### config.mk
export PLATFORM = sky130hd
export DESIGN_NAME = serial_adder_ctrl_flat
export DESIGN_NICKNAME = d
export VERILOG_FILES = /design/src/rtl/serial_adder_ctrl_if.sv /design/src/rtl/serial_adder_ctrl.sv /design/src/flat_wrapper.sv
export SDC_FILE = /design/constraint.sdc
export NUM_CORES = 1
export LEC_CHECK = 0
export CAP_MARGIN = 20
export CORE_MARGIN = 8
export CORE_UTILIZATION = 44
export DETAILED_ROUTE_END_ITERATION = 10
export PLACE_DENSITY_LB_ADDON = 0.12
export SYNTH_ARGS = -nofsm -noshare
export SYNTH_HDL_FRONTEND = slang
export SYNTH_SLANG_ARGS = --single-unit
### constraint.sdc
create_clock -name clk -period 2.8 [get_ports clk]
set_input_delay 0.28 -clock clk [delete_from_list [all_inputs] [get_ports clk]]
set_output_delay 0.28 -clock clk [all_outputs]
set_load 0.01 [all_outputs]
### src/rtl/serial_adder_ctrl_if.sv
// Handshake bundle for the bit-serial adder: operand channel (in_*) and
// result channel (out_*), plus the busy status flag.
interface serial_adder_ctrl_if #(
    parameter int WIDTH = 8
);
    logic             in_valid;
    logic             in_ready;
    logic [WIDTH-1:0] a;
    logic [WIDTH-1:0] b;
    logic             cin;
    logic             out_valid;
    logic             out_ready;
    logic [WIDTH-1:0] sum;
    logic             cout;
    logic             busy;

    // Producer/consumer side: drives operands and result acceptance.
    modport master (
        output in_valid, a, b, cin, out_ready,
        input  in_ready, out_valid, sum, cout, busy
    );

    // Adder side.
    modport slave (
        input  in_valid, a, b, cin, out_ready,
        output in_ready, out_valid, sum, cout, busy
    );
endinterface

### src/rtl/serial_adder_ctrl.sv
// Bit-serial adder: one full-add cell (two half adders + OR) reused over
// WIDTH clocks, with valid/ready handshakes on operands and result.

module half_adder (
    input  logic x,
    input  logic y,
    output logic s,
    output logic c
);
    assign s = x ^ y;
    assign c = x & y;
endmodule

module serial_adder_ctrl #(
    parameter int WIDTH = 8
) (
    input  logic                 clk,
    input  logic                 rst_n,
    serial_adder_ctrl_if.slave   bus
);
    localparam int CW = $clog2(WIDTH + 1);
    localparam logic [CW-1:0] LAST_BIT = CW'(WIDTH - 1);

    typedef enum logic [1:0] {
        IDLE = 2'd0,
        ADD  = 2'd1,
        DONE = 2'd2
    } state_t;

    state_t           state_q, state_d;
    logic [WIDTH-1:0] a_sh_q, a_sh_d;
    logic [WIDTH-1:0] b_sh_q, b_sh_d;
    logic [WIDTH-1:0] sum_q, sum_d;
    logic [CW-1:0]    cnt_q, cnt_d;
    logic             carry_q, carry_d;
    logic             cout_q, cout_d;
    logic             in_ready_q, in_ready_d;
    logic             out_valid_q, out_valid_d;
    logic             busy_q, busy_d;

    // One-bit full-add cell built from two half adders.
    logic p_bit, g0_bit, s_bit, g1_bit, c_bit;

    half_adder u_ha0 (
        .x (a_sh_q[0]),
        .y (b_sh_q[0]),
        .s (p_bit),
        .c (g0_bit)
    );

    half_adder u_ha1 (
        .x (p_bit),
        .y (carry_q),
        .s (s_bit),
        .c (g1_bit)
    );

    assign c_bit = g0_bit | g1_bit;

    // New sum bit enters at the MSB; after WIDTH shifts bit 0 sits at the LSB.
    // A one-bit result has nothing to shift, so it is just the new bit.
    logic [WIDTH-1:0] sum_shift;
    generate
        if (WIDTH == 1) begin : g_w1
            assign sum_shift = s_bit;
        end else begin : g_wn
            assign sum_shift = {s_bit, sum_q[WIDTH-1:1]};
        end
    endgenerate

    // Next-state and datapath update for the IDLE/ADD/DONE sequence.
    always_comb begin
        state_d  = state_q;
        a_sh_d   = a_sh_q;
        b_sh_d   = b_sh_q;
        sum_d    = sum_q;
        cnt_d    = cnt_q;
        carry_d  = carry_q;
        cout_d   = cout_q;
        case (state_q)
            IDLE: begin
                if (bus.in_valid) begin
                    a_sh_d  = bus.a;
                    b_sh_d  = bus.b;
                    carry_d = bus.cin;
                    cnt_d   = '0;
                    sum_d   = '0;
                    state_d = ADD;
                end
            end
            ADD: begin
                a_sh_d  = a_sh_q >> 1;
                b_sh_d  = b_sh_q >> 1;
                sum_d   = sum_shift;
                carry_d = c_bit;
                cnt_d   = cnt_q + CW'(1);
                if (cnt_q == LAST_BIT) begin
                    cout_d  = c_bit;
                    state_d = DONE;
                end
            end
            DONE: begin
                // No bypass to a new accept: in_ready only rises once back in IDLE.
                if (bus.out_ready) begin
                    state_d = IDLE;
                end
            end
            default: state_d = IDLE;
        endcase
        in_ready_d  = (state_d == IDLE);
        out_valid_d = (state_d == DONE);
        busy_d      = (state_d == ADD) || (state_d == DONE);
    end

    // State, datapath and registered handshake outputs.
    always_ff @(posedge clk or negedge rst_n) begin
        if (!rst_n) begin
            state_q     <= IDLE;
            a_sh_q      <= '0;
            b_sh_q      <= '0;
            sum_q       <= '0;
            cnt_q       <= '0;
            carry_q     <= 1'b0;
            cout_q      <= 1'b0;
            in_ready_q  <= 1'b1;
            out_valid_q <= 1'b0;
            busy_q      <= 1'b0;
        end else begin
            state_q     <= state_d;
            a_sh_q      <= a_sh_d;
            b_sh_q      <= b_sh_d;
            sum_q       <= sum_d;
            cnt_q       <= cnt_d;
            carry_q     <= carry_d;
            cout_q      <= cout_d;
            in_ready_q  <= in_ready_d;
            out_valid_q <= out_valid_d;
            busy_q      <= busy_d;
        end
    end

    assign bus.in_ready  = in_ready_q;
    assign bus.out_valid = out_valid_q;
    assign bus.busy      = busy_q;
    assign bus.sum       = sum_q;
    assign bus.cout      = cout_q;

endmodule

### src/flat_wrapper.sv
// flat-port wrapper written by rule: the top's interface ports become plain ports
module serial_adder_ctrl_flat 
#(
    parameter int WIDTH = 8
)
  (clk, rst_n, bus_in_valid, bus_a, bus_b, bus_cin, bus_out_ready, bus_in_ready, bus_out_valid, bus_sum, bus_cout, bus_busy);
  serial_adder_ctrl_if #(.WIDTH(WIDTH)) bus_i ();
  input  logic clk;
  input  logic rst_n;
  input wire logic [$bits(bus_i.in_valid)-1:0] bus_in_valid;
  input wire logic [$bits(bus_i.a)-1:0] bus_a;
  input wire logic [$bits(bus_i.b)-1:0] bus_b;
  input wire logic [$bits(bus_i.cin)-1:0] bus_cin;
  input wire logic [$bits(bus_i.out_ready)-1:0] bus_out_ready;
  output wire logic [$bits(bus_i.in_ready)-1:0] bus_in_ready;
  output wire logic [$bits(bus_i.out_valid)-1:0] bus_out_valid;
  output wire logic [$bits(bus_i.sum)-1:0] bus_sum;
  output wire logic [$bits(bus_i.cout)-1:0] bus_cout;
  output wire logic [$bits(bus_i.busy)-1:0] bus_busy;
  assign bus_i.in_valid = bus_in_valid;
  assign bus_i.a = bus_a;
  assign bus_i.b = bus_b;
  assign bus_i.cin = bus_cin;
  assign bus_i.out_ready = bus_out_ready;
  assign bus_in_ready = bus_i.in_ready;
  assign bus_out_valid = bus_i.out_valid;
  assign bus_sum = bus_i.sum;
  assign bus_cout = bus_i.cout;
  assign bus_busy = bus_i.busy;
  serial_adder_ctrl #(.WIDTH(WIDTH)) u_core (.clk(clk), .rst_n(rst_n), .bus(bus_i));
endmodule
Word-level counts from Yosys, hierarchy flattened
Cells that the tools add are included.
- output and inout port bits: 12
- bits of input ports: 21
- word-level logic and storage cells: 42
- register bits after elaboration: 35
- reduce and logical (&&, ||, !) cells: 6
- $add $sub $neg: 1
- equal/unequal tests: 6
- bitwise operators: 5
- muxes and demuxes: 14
- operator list (kind ; number):
    8-bit case mux with 2 select lines ; 3
    8-bit 2-to-1 mux ; 3
    4-bit case mux with 2 select lines ; 1
    2-bit 2-to-1 mux ; 3
    2-bit case mux with 3 select lines ; 1
    4-bit by 1-bit adder with 4-bit output (second input constant) ; 1
    2-bit by 1-bit == test with 1-bit output (second input constant) ; 2
    2-bit == test (second input constant) ; 2
    4-bit by 3-bit == test with 1-bit output (second input constant) ; 1
    2-bit zero test ; 2
    4-bit 2-to-1 mux ; 1
    2-bit AND reduction ; 2
    1-bit AND ; 2
    2-bit inequality test (second input constant) ; 1
    1-bit case mux with 2 select lines ; 1
    2-bit nonzero test ; 1
    1-bit bitwise XOR ; 2
    1-bit logical OR ; 1
    1-bit 2-to-1 mux ; 1
    1-bit OR ; 1

Depth between registers and ports, before layout
Gate-level depths: netlist (run 1).
- word-level depth: 5
- depth in mapped cells: 6

Cells and area by module
From an unflattened synthesis (run 1), not the netlist that was laid out.
- cells, all modules: 152
- area, all modules: 1642.8 µm²
- modules (own cells, without submodules) (module ; area each (µm²) ; times used ; seq. area each (µm²) ; cells each):
    serial_adder_ctrl ; 1617.8 ; 1 ; 877.1 ; 150
    half_adder ; 12.5 ; 2 ; 0.0 ; 1

Worst setup path before layout (run 1)
No wires, ideal clock.
- path type: register to register
- from: register u_core.state_q[0]
- to: register u_core.busy_q (netlist: u_core.bus.busy)
- stages on the path, launching flop included: 6
- arrival time: 1227 ps
- setup time: 126 ps
- path slack: 1447 ps
- period minus slack after synthesis: 1353 ps
- data required time: 2674 ps
- path buffers: 2
- path through: dfrtp_1 -> buf_6 -> o21bai_4 -> buf_2 -> a21o_1 -> ha_1
- word-level cells in the longest chain between the ends: 4
- elaborated cells on any way between the ends: 10
- those cells by class: eq/ne (4); mux (4); reduce/logical (2)
- RTL lines (what ; RTL line ; RTL):
    start, declared ; serial_adder_ctrl.sv:30 ; state_t state_q, state_d;
    start signal, assigned ; serial_adder_ctrl.sv:129 ; state_q <= state_d;
    2-bit == test (tied with other cells) ; serial_adder_ctrl.sv:80 ; case (state_q)
    2-bit case mux with 3 select lines * ; serial_adder_ctrl.sv:80 ;
    2-bit by 1-bit == test with 1-bit output or 2-bit == test (tied branches) ; serial_adder_ctrl.sv:112 ; busy_d = (state_d == ADD) || (state_d == DONE);
    1-bit logical OR * ; serial_adder_ctrl.sv:112 ;
    net u_core.busy_d ; serial_adder_ctrl.sv:39 ; logic busy_q, busy_d;
    end signal, assigned ; serial_adder_ctrl.sv:138 ; busy_q <= busy_d;
    end, declared ; serial_adder_ctrl.sv:39 ;
Mark *: on every way through the listed nets, which the timed path passes. The rest lies on a longest branch.
A chain may end at the register's enable or synchronous reset.

Worst setup path after layout (run 1)
- from: register u_core.state_q[1]
- to: register u_core.busy_q (netlist: u_core.bus.busy)
The elaborated chain is that of the path after synthesis.

==> key figures, run 1 <==
Global route
  • GRT Total Usage: 12.3%
  • Global-route wire length before repair: 5930 um
  • Antenna violations before repair: 0
  • Vias in the first global route: 1248
  • Largest net degree at the start of global routing: 36
  • Gr ovfl total: 0

STA
  • Tightest Pin Transition: 0.742 ns
  • Worst setup margin: 1.04 ns
  • Max transition margin: 50.5%
  • Fin. max-slew vios: 0
  • Final critical-path required period: 1.76 ns
  • RSZ-0062 raised after global routing: false
  • Hold Vio Cnt, Final: 0
  • Endpoints failing setup: 0
  • Setup TNS: 0 ns
  • Clk_skew: 0.00581 ns
  • Final period utilization: 62.7%
  • FMAX: 570 MHz

Layout
  • Antenna cell count: 0
  • Footprint of the multi-input gates: 657 um2
  • Filler cell count: 313
  • Most frequent cells in the layout: 34 x dfrtp_1, 32 x clkdlybuf4s50_1, 15 x a22oi_1
  • Share of cells above drive strength 1: 7.73%
  • Register area: 877 um2
  • Fin util: 56.6%
  • Nets: 205
  • Most common cell after layout, fill and taps aside: dfrtp_1
  • P&R area growth vs syn: 26.0%

Worst setup path
  • Req. time, crit path: 2.96 ns
  • FF-to-FF End: u_core.bus.busy$_DFF_PN0_
  • Crit end category: flip-flop
  • R2R depth: 4
  • Critical Path AT: 1.92 ns
  • CP Class: flip-flop to flip-flop
  • FF-to-FF Start: u_core.state_q[1]$_DFF_PN0_
  • Worst-path fanout max: 24
  • CP startpoint kind: flip-flop
  • R2R setup slack: 1.04 ns

Routing
  • Final WL: 3500 um
  • Antenna-violating nets left: 0
  • Vias after detailed routing: 1223
  • Routed len/inst: 15.3 um
  • Vias per inst: 5.34
  • First-pass detailed-route iteration total: 4
  • # DRC: 0
  • DR iter-0 viols: 69

Run status
  • Status: complete, no violations

Clocking
  • Post-CTS Setup Inserts: 0
  • Clock Path Buffers: 2
  • Root buffer cell: clkbuf_8
  • Clk slew on worst S/H paths: 0.07 ns
  • H-tree depth: 2
  • # clock sinks: 35
  • Worst-skew pair later-pin latency: 0.28 ns
  • Hold-fix buffers, CTS: 0
  • TritonCTS clock tree: built
  • CTS buffer count: 5
  • CTS resizes: 0

Floorplan
  • Die height: 76.7 um
  • Placeable Area: 3610 um2
  • Die Area: 5880 um2
  • Rows: 22
  • Die Wd: 76.7 um
  • I/O pin total: 33
  • Initial Utilization: 44.9%

Placed design
  • PortBufs: 32
  • HPWL Detailed: 2420 um
  • Routability cong.: 0.777
  • Worst slack, placed: 1.02 ns

Worst hold path
  • Hold Path Class: input pin to async pin

Synth
  • Area leader, netlist: dfrtp_1
  • Asr flop ratio synth: 100%
  • Synth warnings: 0
  • Main synth FF type: dfrtp_1
  • Mapped Cells: 147
  • Number of distinct library cells after synthesis: 28
  • Syn avg cell area: 11.0 um2
  • FF+latch count, synth: 35
  • Seq/Total Area, Yosys: 54.2%
  • Synth top area share: 52.6%
  • Number of synthesized flops with an enable pin: 0
  • Post-Syn Nets: 172
  • Post-synthesis cell area: 1620 um2
  • Top area cells in the synthesized netlist: dfrtp_1 53%, a22oi_1 7.0%, a22o_1 4.9%

Power
  • Overall Power: 1.94 mW
  • LEAKAGE: 0.872 nW
  • Peak VDD IR: 0.485 mV
  • Pwr/cell area: 952 nW/um2

Flow run
  • Max-cap violations: 0
==> power breakdown <==
part           switching (mW)  total (mW)  internal, mW
Clock                   0.168       0.342         0.174
Combinational           0.344       0.736         0.392
Sequential              0.164       0.866         0.701
==> critical path: stages, from the launching register on <==
cell and delay (ns):
dfrtp_1 0.66, nand2b_1 0.36, nor3_2 0.24, a21oi_1 0.07
ha_1 0.31
==> logic make-up after synthesis <==
family	share of synthesized area [%]
compound gates	26.1
fa+ha+maj	3.56
buf+inv	5.25
flops	54.2
mux	1.31
simple gates	9.58
==> synthesized netlist by cell type (2+ instances only) <==
cell type / instances
o21ai_1: 12
nor2b_1: 12
inv_1: 4
a2bb2oi_1: 4
a22oi_1: 15
a22o_1: 9
nor2_1: 3
o21ai_0: 7
a21o_1: 2
buf_6: 3
ha_1: 3
dfrtp_1: 34
a21oi_1: 12
buf_2: 5
nand2_1: 9
==> metrics by stage <==
stage | cells | cell area [um2] | hold WS, ns
6_report | 229 | 2040 | 0.416
5_1_grt | 229 | 2040 | 0.446
4_1_cts | 229 | 2040 | 0.431
3_5_place_dp | 221 | 1960 | 0.477
3_3_place_gp | 221 | 1960 | 0.469
2_1_floorplan | 147 | 1620 | -0.0156
==> layout make-up <==
type | count | area share, %
Multi-Input combinational cell | 98 | 32.2
Clock inverter | 1 | 0.245
Inverter | 4 | 0.736
Clock buffer | 7 | 3.74
Sequential cell | 35 | 43.0
Timing Repair Buffer | 36 | 17.2
Tap cell | 48 | 2.94
==> registers in the layout, summed over array words and instances (netlist names) <==
register	count
u_core.state_q	2
u_core.carry_q	1
u_core.bus.in_ready	1
u_core.cnt_q	4
u_core.bus.busy	1
u_core.bus.cout	1
u_core.bus.out_valid	1
u_core.bus.sum	8
u_core.b_sh_q	8
u_core.a_sh_q	8
==> worst max-delay path by stage <==
stage	startpoint	endpoint	slack, ns	cells after the start
after detailed placement	bus_in_valid	u_core.bus.busy$_DFF_PN0_	1.02	4
after floorplan	u_core.state_q[0]$_DFF_PN0_	u_core.bus.busy$_DFF_PN0_	1.45	5
after global routing	u_core.state_q[1]$_DFF_PN0_	u_core.bus.busy$_DFF_PN0_	0.91	4
after global placement	bus_in_valid	u_core.bus.busy$_DFF_PN0_	1.09	4
after CTS	u_core.state_q[1]$_DFF_PN0_	u_core.bus.busy$_DFF_PN0_	1.05	4
final	u_core.state_q[1]$_DFF_PN0_	u_core.bus.busy$_DFF_PN0_	1.04	4
==> metal layers <==
metal  part of all wire, %  GRT usage, %  vias up  routed length (um)
li1                      -             -      592                   -
met1                    46          15.0      594                1610
met2                    47          19.1       30                1630
met3                   6.0          4.55        7                 209
met4                   1.5          5.19        0                  53
met5                     0             0        -                   0
Note: power is estimated with default switching activity, not from simulation.
==> run 2, diff against run 1 <==
==> constraint.sdc (replaced) <==
create_clock -name clk -period 1.55 [get_ports clk]
set_input_delay 0.155 -clock clk [delete_from_list [all_inputs] [get_ports clk]]
set_output_delay 0.155 -clock clk [all_outputs]
set_load 0.01 [all_outputs]
==> run 2 against run 1 <==
Effect of this change: total power grew 87%; critical path type is now flip-flop to output port; sequential cell count is the same; largest cell class unchanged; sequential share of layout area shrank 1.4 points; highest routed layer unchanged; utilization grew 1.9 points; design area grew 3.3%; worst hold slack lost 0.18 ns; critical path depth shrank 3; critical endpoint is now bus_in_ready; cell count grew 2.2%.
==> key figures, run 2 (same netlist as run 1, synthesis figures left out) <==
Routing
  • Vias after detailed routing: 1284 (+5.0%)
  • Final WL: 3520 um (+0.57%)
  • First-pass detailed-route iteration total: 4 (unchanged)
  • Antenna-violating nets left: 0 (unchanged)
  • Vias per inst: 5.49 (+2.7%)
  • Routed len/inst: 15.0 um (-1.6%)
  • # DRC: 0 (unchanged)
  • DR iter-0 viols: 101 (+46%)

Worst setup path
  • CP max stage cell: clkdlybuf4s50_1
  • CP Class: flip-flop to output port
  • FF-to-FF End: u_core.bus.busy$_DFF_PN0_
  • Worst Path Buf+Inv: 1 (+1)
  • R2R depth: 5 (+1)
  • Critical Path AT: 1.33 ns (-0.59 ns)
  • Crit path cell chain: clkdlybuf4s50_1
  • Req. time, crit path: 1.39 ns (-1.57 ns)
  • Crit end category: output port
  • Top delay family on crit path: buffers and inverters
  • CP startpoint kind: flip-flop
  • Worst-path fanout max: 1 (-96%)
  • Critical Path Max Stage Delay: 0.54 ns (-0.12 ns)
  • R2R setup slack: 0.11 ns (-0.93 ns)
  • FF-to-FF Start: u_core.state_q[1]$_DFF_PN0_

Power
  • Pwr/cell area: 1730 nW/um2 (+81%)
  • LEAKAGE: 0.912 nW (+4.6%)
  • Peak VDD IR: 0.815 mV (+68%)
  • Overall Power: 3.64 mW (+87%)

Floorplan
  • Placeable Area: 3610 um2 (unchanged)
  • Die Area: 5880 um2 (unchanged)
  • Die height: 76.7 um (unchanged)
  • Initial Utilization: 44.9% (unchanged)
  • Rows: 22 (unchanged)
  • I/O pin total: 33 (unchanged)
  • Die Wd: 76.7 um (unchanged)

STA
  • Fin. max-slew vios: 0 (unchanged)
  • Setup TNS: 0 ns (unchanged)
  • Max transition margin: 56.7% (+6.1 points)
  • Clk_skew: 0.00715 ns (+0.00135 ns)
  • Worst Hold Slack: 0.234 ns (-0.183 ns)
  • Hold Vio Cnt, Final: 0 (unchanged)
  • FMAX: 671 MHz
  • Final critical-path required period: 1.49 ns
  • Tightest Pin Transition: 0.649 ns (-0.0933 ns)
  • RSZ-0062 raised after global routing: false
  • Final period utilization: 96.1%
  • Endpoints failing setup: 0 (unchanged)
  • Worst setup margin: 0.0607 ns (-0.984 ns)

Placed design
  • PortBufs: 32 (unchanged)
  • Worst slack, placed: -0.0682 ns (-1.09 ns)
  • HPWL Detailed: 2480 um (+2.4%)
  • Routability cong.: 0.735 (-5.5%)

Global route
  • Vias in the first global route: 1281 (+2.6%)
  • GRT busiest layer: met2
  • Antenna violations before repair: 0 (unchanged)
  • Grt met2 use: 18.9% (-0.17 points)
  • Global-route wire length before repair: 6060 um (+2.1%)
  • Gr ovfl total: 0 (unchanged)
  • Met3 GRT Util: 5.13% (+0.58 points)
  • Global routing met1 resource utilization: 15.7% (+0.67 points)
  • Largest net degree at the start of global routing: 36 (unchanged)
  • GRT Total Usage: 12.5% (+0.21 points)

Layout
  • Most common cell after layout, fill and taps aside: dfrtp_1
  • Nets: 210 (+2.4%)
  • P&R area growth vs syn: 30.2%
  • Register area: 877 um2 (unchanged)
  • Footprint of the multi-input gates: 657 um2 (unchanged)
  • Most frequent cells in the layout: 34 x dfrtp_1, 32 x clkdlybuf4s50_1, 15 x a22oi_1
  • Antenna cell count: 0 (unchanged)
  • Filler cell count: 324 (+3.5%)
  • Share of cells above drive strength 1: 10.8% (+3.0 points)

Clocking
  • Root buffer cell: clkbuf_8
  • TritonCTS clock tree: built
  • Clk slew on worst S/H paths: 0.07 ns (about the same)
  • H-tree depth: 2 (unchanged)
  • # clock sinks: 35 (unchanged)
  • Clock Path Buffers: 2 (unchanged)
  • Hold-fix buffers, CTS: 0 (unchanged)
  • Worst-skew pair later-pin latency: 0.29 ns (about the same)
  • CTS buffer count: 5 (unchanged)

Worst hold path
  • Hold Path Class: input pin to async pin

Flow run
  • Max-cap violations: 0 (unchanged)

Run status
  • Status: complete, no violations
[run 2: changes by cell type in the layout (fill, tap and decap cells not counted)]
| cell | previous run | this run |
|---|---|---|
| buf_12 | 0 | 1 |
| clkbuf_8 | 5 | 6 |
| buf_6 | 0 | 2 |
| buf_4 | 4 | 6 |
| clkbuf_1 | 2 | 1 |
[run 2: cell type report]
class | instances | area share (%)
tap | 48 | 2.85
timing repair buffer | 41 | 19.3
clock inverter | 1 | 0.237
clock buffer | 7 | 4.09
sequential | 35 | 41.6
multi-input combinational | 98 | 31.2
inverter | 4 | 0.712
[run 2: worst max path at each step]
| stage | startpoint | to | cells after the start |
|---|---|---|---|
| after global routing | u_core.bus.in_ready$_DFF_PN1_ | bus_in_ready | 1 |
| after floorplan | u_core.state_q[0]$_DFF_PN0_ | u_core.bus.busy$_DFF_PN0_ | 5 |
| final | u_core.bus.in_ready$_DFF_PN1_ | bus_in_ready | 1 |
| after global placement | u_core.state_q[1]$_DFF_PN0_ | u_core.b_sh_q[1]$_DFFE_PN0P_ | 3 |
| after CTS | u_core.bus.in_ready$_DFF_PN1_ | bus_in_ready | 1 |
| after detailed placement | bus_in_valid | u_core.a_sh_q[0]$_DFFE_PN0P_ | 4 |
[run 2: power by group]
part / internal [mW] / switching [mW] / total, mW
clock network: 0.358 / 0.323 / 0.681
registers: 1.27 / 0.238 / 1.51
logic: 0.773 / 0.684 / 1.46
total: 2.40 / 1.24 / 3.64
[run 2: stage by stage]
| stage | util, % | instance area, um2 | cells |
|---|---|---|---|
| after floorplan | - | 1620 | 147 |
| after CTS | 58.4 | 2100 | 234 |
| after global routing | 58.5 | 2110 | 234 |
| final | 58.5 | 2110 | 234 |
| after global placement | 55.5 | 2000 | 225 |
| after detailed placement | 55.8 | 2010 | 226 |
[run 2: timing repair]
action | in CTS | in global routing
endpoints found under the setup margin | 0 | 1
buffers inserted | 0 | 0
gates resized for setup | 0 | 1
[run 2: per-layer routing]
layer  up-vias  share of wire (%)
met1       636                 47
met3         3                6.2
li1        610                  -
met4         0               0.91
met5         -                  0
met2        35                 46
==> variant: new RTL, settings of run 2 <==
`a_sh_q`, `b_sh_q` and `sum_q` no longer have a reset.
--- a/src/rtl/serial_adder_ctrl.sv
+++ b/src/rtl/serial_adder_ctrl.sv
@@ -118,5 +118,2 @@
             state_q     <= IDLE;
-            a_sh_q      <= '0;
-            b_sh_q      <= '0;
-            sum_q       <= '0;
             cnt_q       <= '0;
@@ -129,5 +126,2 @@
             state_q     <= state_d;
-            a_sh_q      <= a_sh_d;
-            b_sh_q      <= b_sh_d;
-            sum_q       <= sum_d;
             cnt_q       <= cnt_d;
@@ -139,2 +133,8 @@
         end
+    end
+
+    always_ff @(posedge clk) begin
+        a_sh_q <= a_sh_d;
+        b_sh_q <= b_sh_d;
+        sum_q  <= sum_d;
     end
Function: differs if rst_n is asserted again (counterexample within 4 cycles, from zero or initial values and one cycle with rst_n low); with rst_n held inactive, the same outputs for 10 cycles.
==> variant against run 2 <==
Maximum frequency grew 2.5%. Via count is 31% lower. Global-route usage is 2.0 points lower. Sequential cell count did not move. Routed wire length fell by 26%. Final cell count decreased by 23%. Design area decreased by 5.9%. First-iteration DRC count is 49% lower. Synthesized area fell by 9.2%. Core utilization grew 1.9 points. Total power grew 10%. Worst setup slack improved by 36 ps. Die area fell by 7.3%.
==> variant: results (changes against run 2) <==
.. list-table::
   :header-rows: 1

   * - Metric
     - Value
   * - Leakage
     - 0.000803 µW (-12%)
   * - Synth unique cells
     - 29 (+3.6%)
   * - GRT Total Usage
     - 10.5% (-2.0 points)
   * - Setup Slack @ Placement
     - -2.45 ps (+65.7 ps)
   * - Pin count of the biggest net entering global routing
     - 27 (-25%)
   * - First-pass GRT wire length
     - 4270 µm (-29%)
   * - DPL Wire Length
     - 1820 µm (-27%)
   * - Synth Flop Type
     - sky130_fd_sc_hd__edfxtp_1
   * - Drt pass-1 iters
     - 3 (-1)
   * - Number of cells after detailed placement
     - 171 (-24%)
   * - Placer congestion estimate
     - 0.778 (+5.9%)
   * - Leading cell types by total area after synthesis
     - sky130_fd_sc_hd__edfxtp_1 (49%), sky130_fd_sc_hd__dfrtp_1 (17%), sky130_fd_sc_hd__mux2_2 (11%), sky130_fd_sc_hd__and2_1 (3.4%), sky130_fd_sc_hd__ha_1 (2.6%)
   * - Layout cells sized above 1
     - 26.7% (+16 points)
   * - Most frequent cells after synthesis
     - sky130_fd_sc_hd__edfxtp_1 (24), sky130_fd_sc_hd__mux2_2 (15), sky130_fd_sc_hd__dfrtp_1 (10), sky130_fd_sc_hd__and2_1 (8)
   * - Proportion of synthesized flip-flops having asynchronous set or reset
     - 31.4% (-69 points)
   * - Detail-routed via count per cell
     - 4.88 (-11%)
   * - Run status
     - finished clean
   * - Global Route met2 Usage
     - 17.0% (-1.9 points)
   * - Met1 usage
     - 11.0% (-4.7 points)
   * - Data arrival time of the critical path
     - 1680 ps (+350 ps)
   * - Number of flops mapped to enable cells by yosys
     - 24 (+24)
   * - Clock-pin slew reported for the worst setup and hold paths after clock tree synthesis
     - 110 ps (+40 ps)
   * - Initial drt markers
     - 52 (-49%)
   * - Worst reg2reg startpoint
     - u_core.cnt_q[0]$_DFFE_PN0P_
   * - Share of cell area taken by muxes after synthesis
     - 12.5% (+11 points)
   * - Adder and majority gate portion of the synthesized area
     - 3.91% (+0.36 points)
   * - Via count of the first global-routing pass
     - 946 (-26%)
   * - Cells after Synth
     - 91 (-38%)
==> variant: kinds of logic after synthesis <==
| kind of cell | Yosys count |
|---|---|
| AOI/OAI and AO/OA | 11 |
| adders and majority gates | 4 |
| buffers and inverters | 5 |
| DFF | 35 |
| muxes | 16 |
| and+or+nand+nor | 20 |
==> variant: how the worst max path moves through the flow <==
stage	depth (start not counted)	start	slack (ps)	to
6_report	5	u_core.cnt_q[0]$_DFFE_PN0P_	100	u_core.bus.busy$_DFF_PN0_
5_1_grt	5	u_core.cnt_q[0]$_DFFE_PN0P_	3	u_core.bus.busy$_DFF_PN0_
4_1_cts	5	u_core.cnt_q[0]$_DFFE_PN0P_	30	u_core.bus.busy$_DFF_PN0_
3_5_place_dp	5	u_core.cnt_q[0]$_DFFE_PN0P_	-2	u_core.bus.busy$_DFF_PN0_
3_3_place_gp	2	u_core.state_q[1]$_DFF_PN0_	70	u_core.a_sh_q[0]$_DFFE_PP_
2_1_floorplan	2	u_core.state_q[1]$_DFF_PN0_	50	u_core.a_sh_q[0]$_DFFE_PP_
==> variant: worst reg2reg max path, delay by kind of cell, from the launching register on <==
kind | cells | cell delay, ps
and+or+nand+nor | 1 | 200
buffers and inverters | 1 | 70
adders and majority gates | 2 | 500
DFF | 1 | 430
AOI/OAI and AO/OA | 1 | 140
==> variant: power by group <==
part	internal [µW]	total (µW)	switching [µW]	leakage [µW]
Combinational	882	1540	653	0.000358
Sequential	1610	1800	187	0.000396
Clock	381	679	298	0.0000482
Total	2870	4010	1140	0.000803
==> variant: per-stage QoR <==
| step | utilization [%] | area [µm²] | power [µW] |
|---|---|---|---|
| floorplan | - | 1470 | 2750 |
| global placement | 57.1 | 1880 | 3270 |
| CTS | 59.8 | 1960 | 4020 |
| global route | 60.4 | 1980 | 4280 |
| finish | 60.4 | 1980 | 4010 |
| detailed placement | 57.1 | 1880 | 3330 |
==> variant: layer usage <==
metal	part of all wire, %	wire length (µm)
met4	1.3	33
met3	5.9	153
met2	51	1330
met1	42	1100
met5	0	0
==> variant: area by class of cell <==
cell class | instances | area (µm²) | share of cell area [%]
Clock buffer | 6 | 51.3 | 2.59
Clock inverter | 2 | 35.0 | 1.77
Inverter | 2 | 7.51 | 0.379
Multi-Input combinational cell | 52 | 458 | 23.1
Sequential cell | 35 | 997 | 50.3
Tap cell | 46 | 57.6 | 2.90
Timing Repair Buffer | 38 | 377 | 19.0
==> variant: repair_timing <==
item                                    CTS  global route
endpoints found under the setup margin    2             2
hold buffers                              0             0
resized for setup                         2             2
hold endpoints to repair                  0             0
pin swaps                                 0             1
setup buffers                             0             1
gates cloned                              0             1
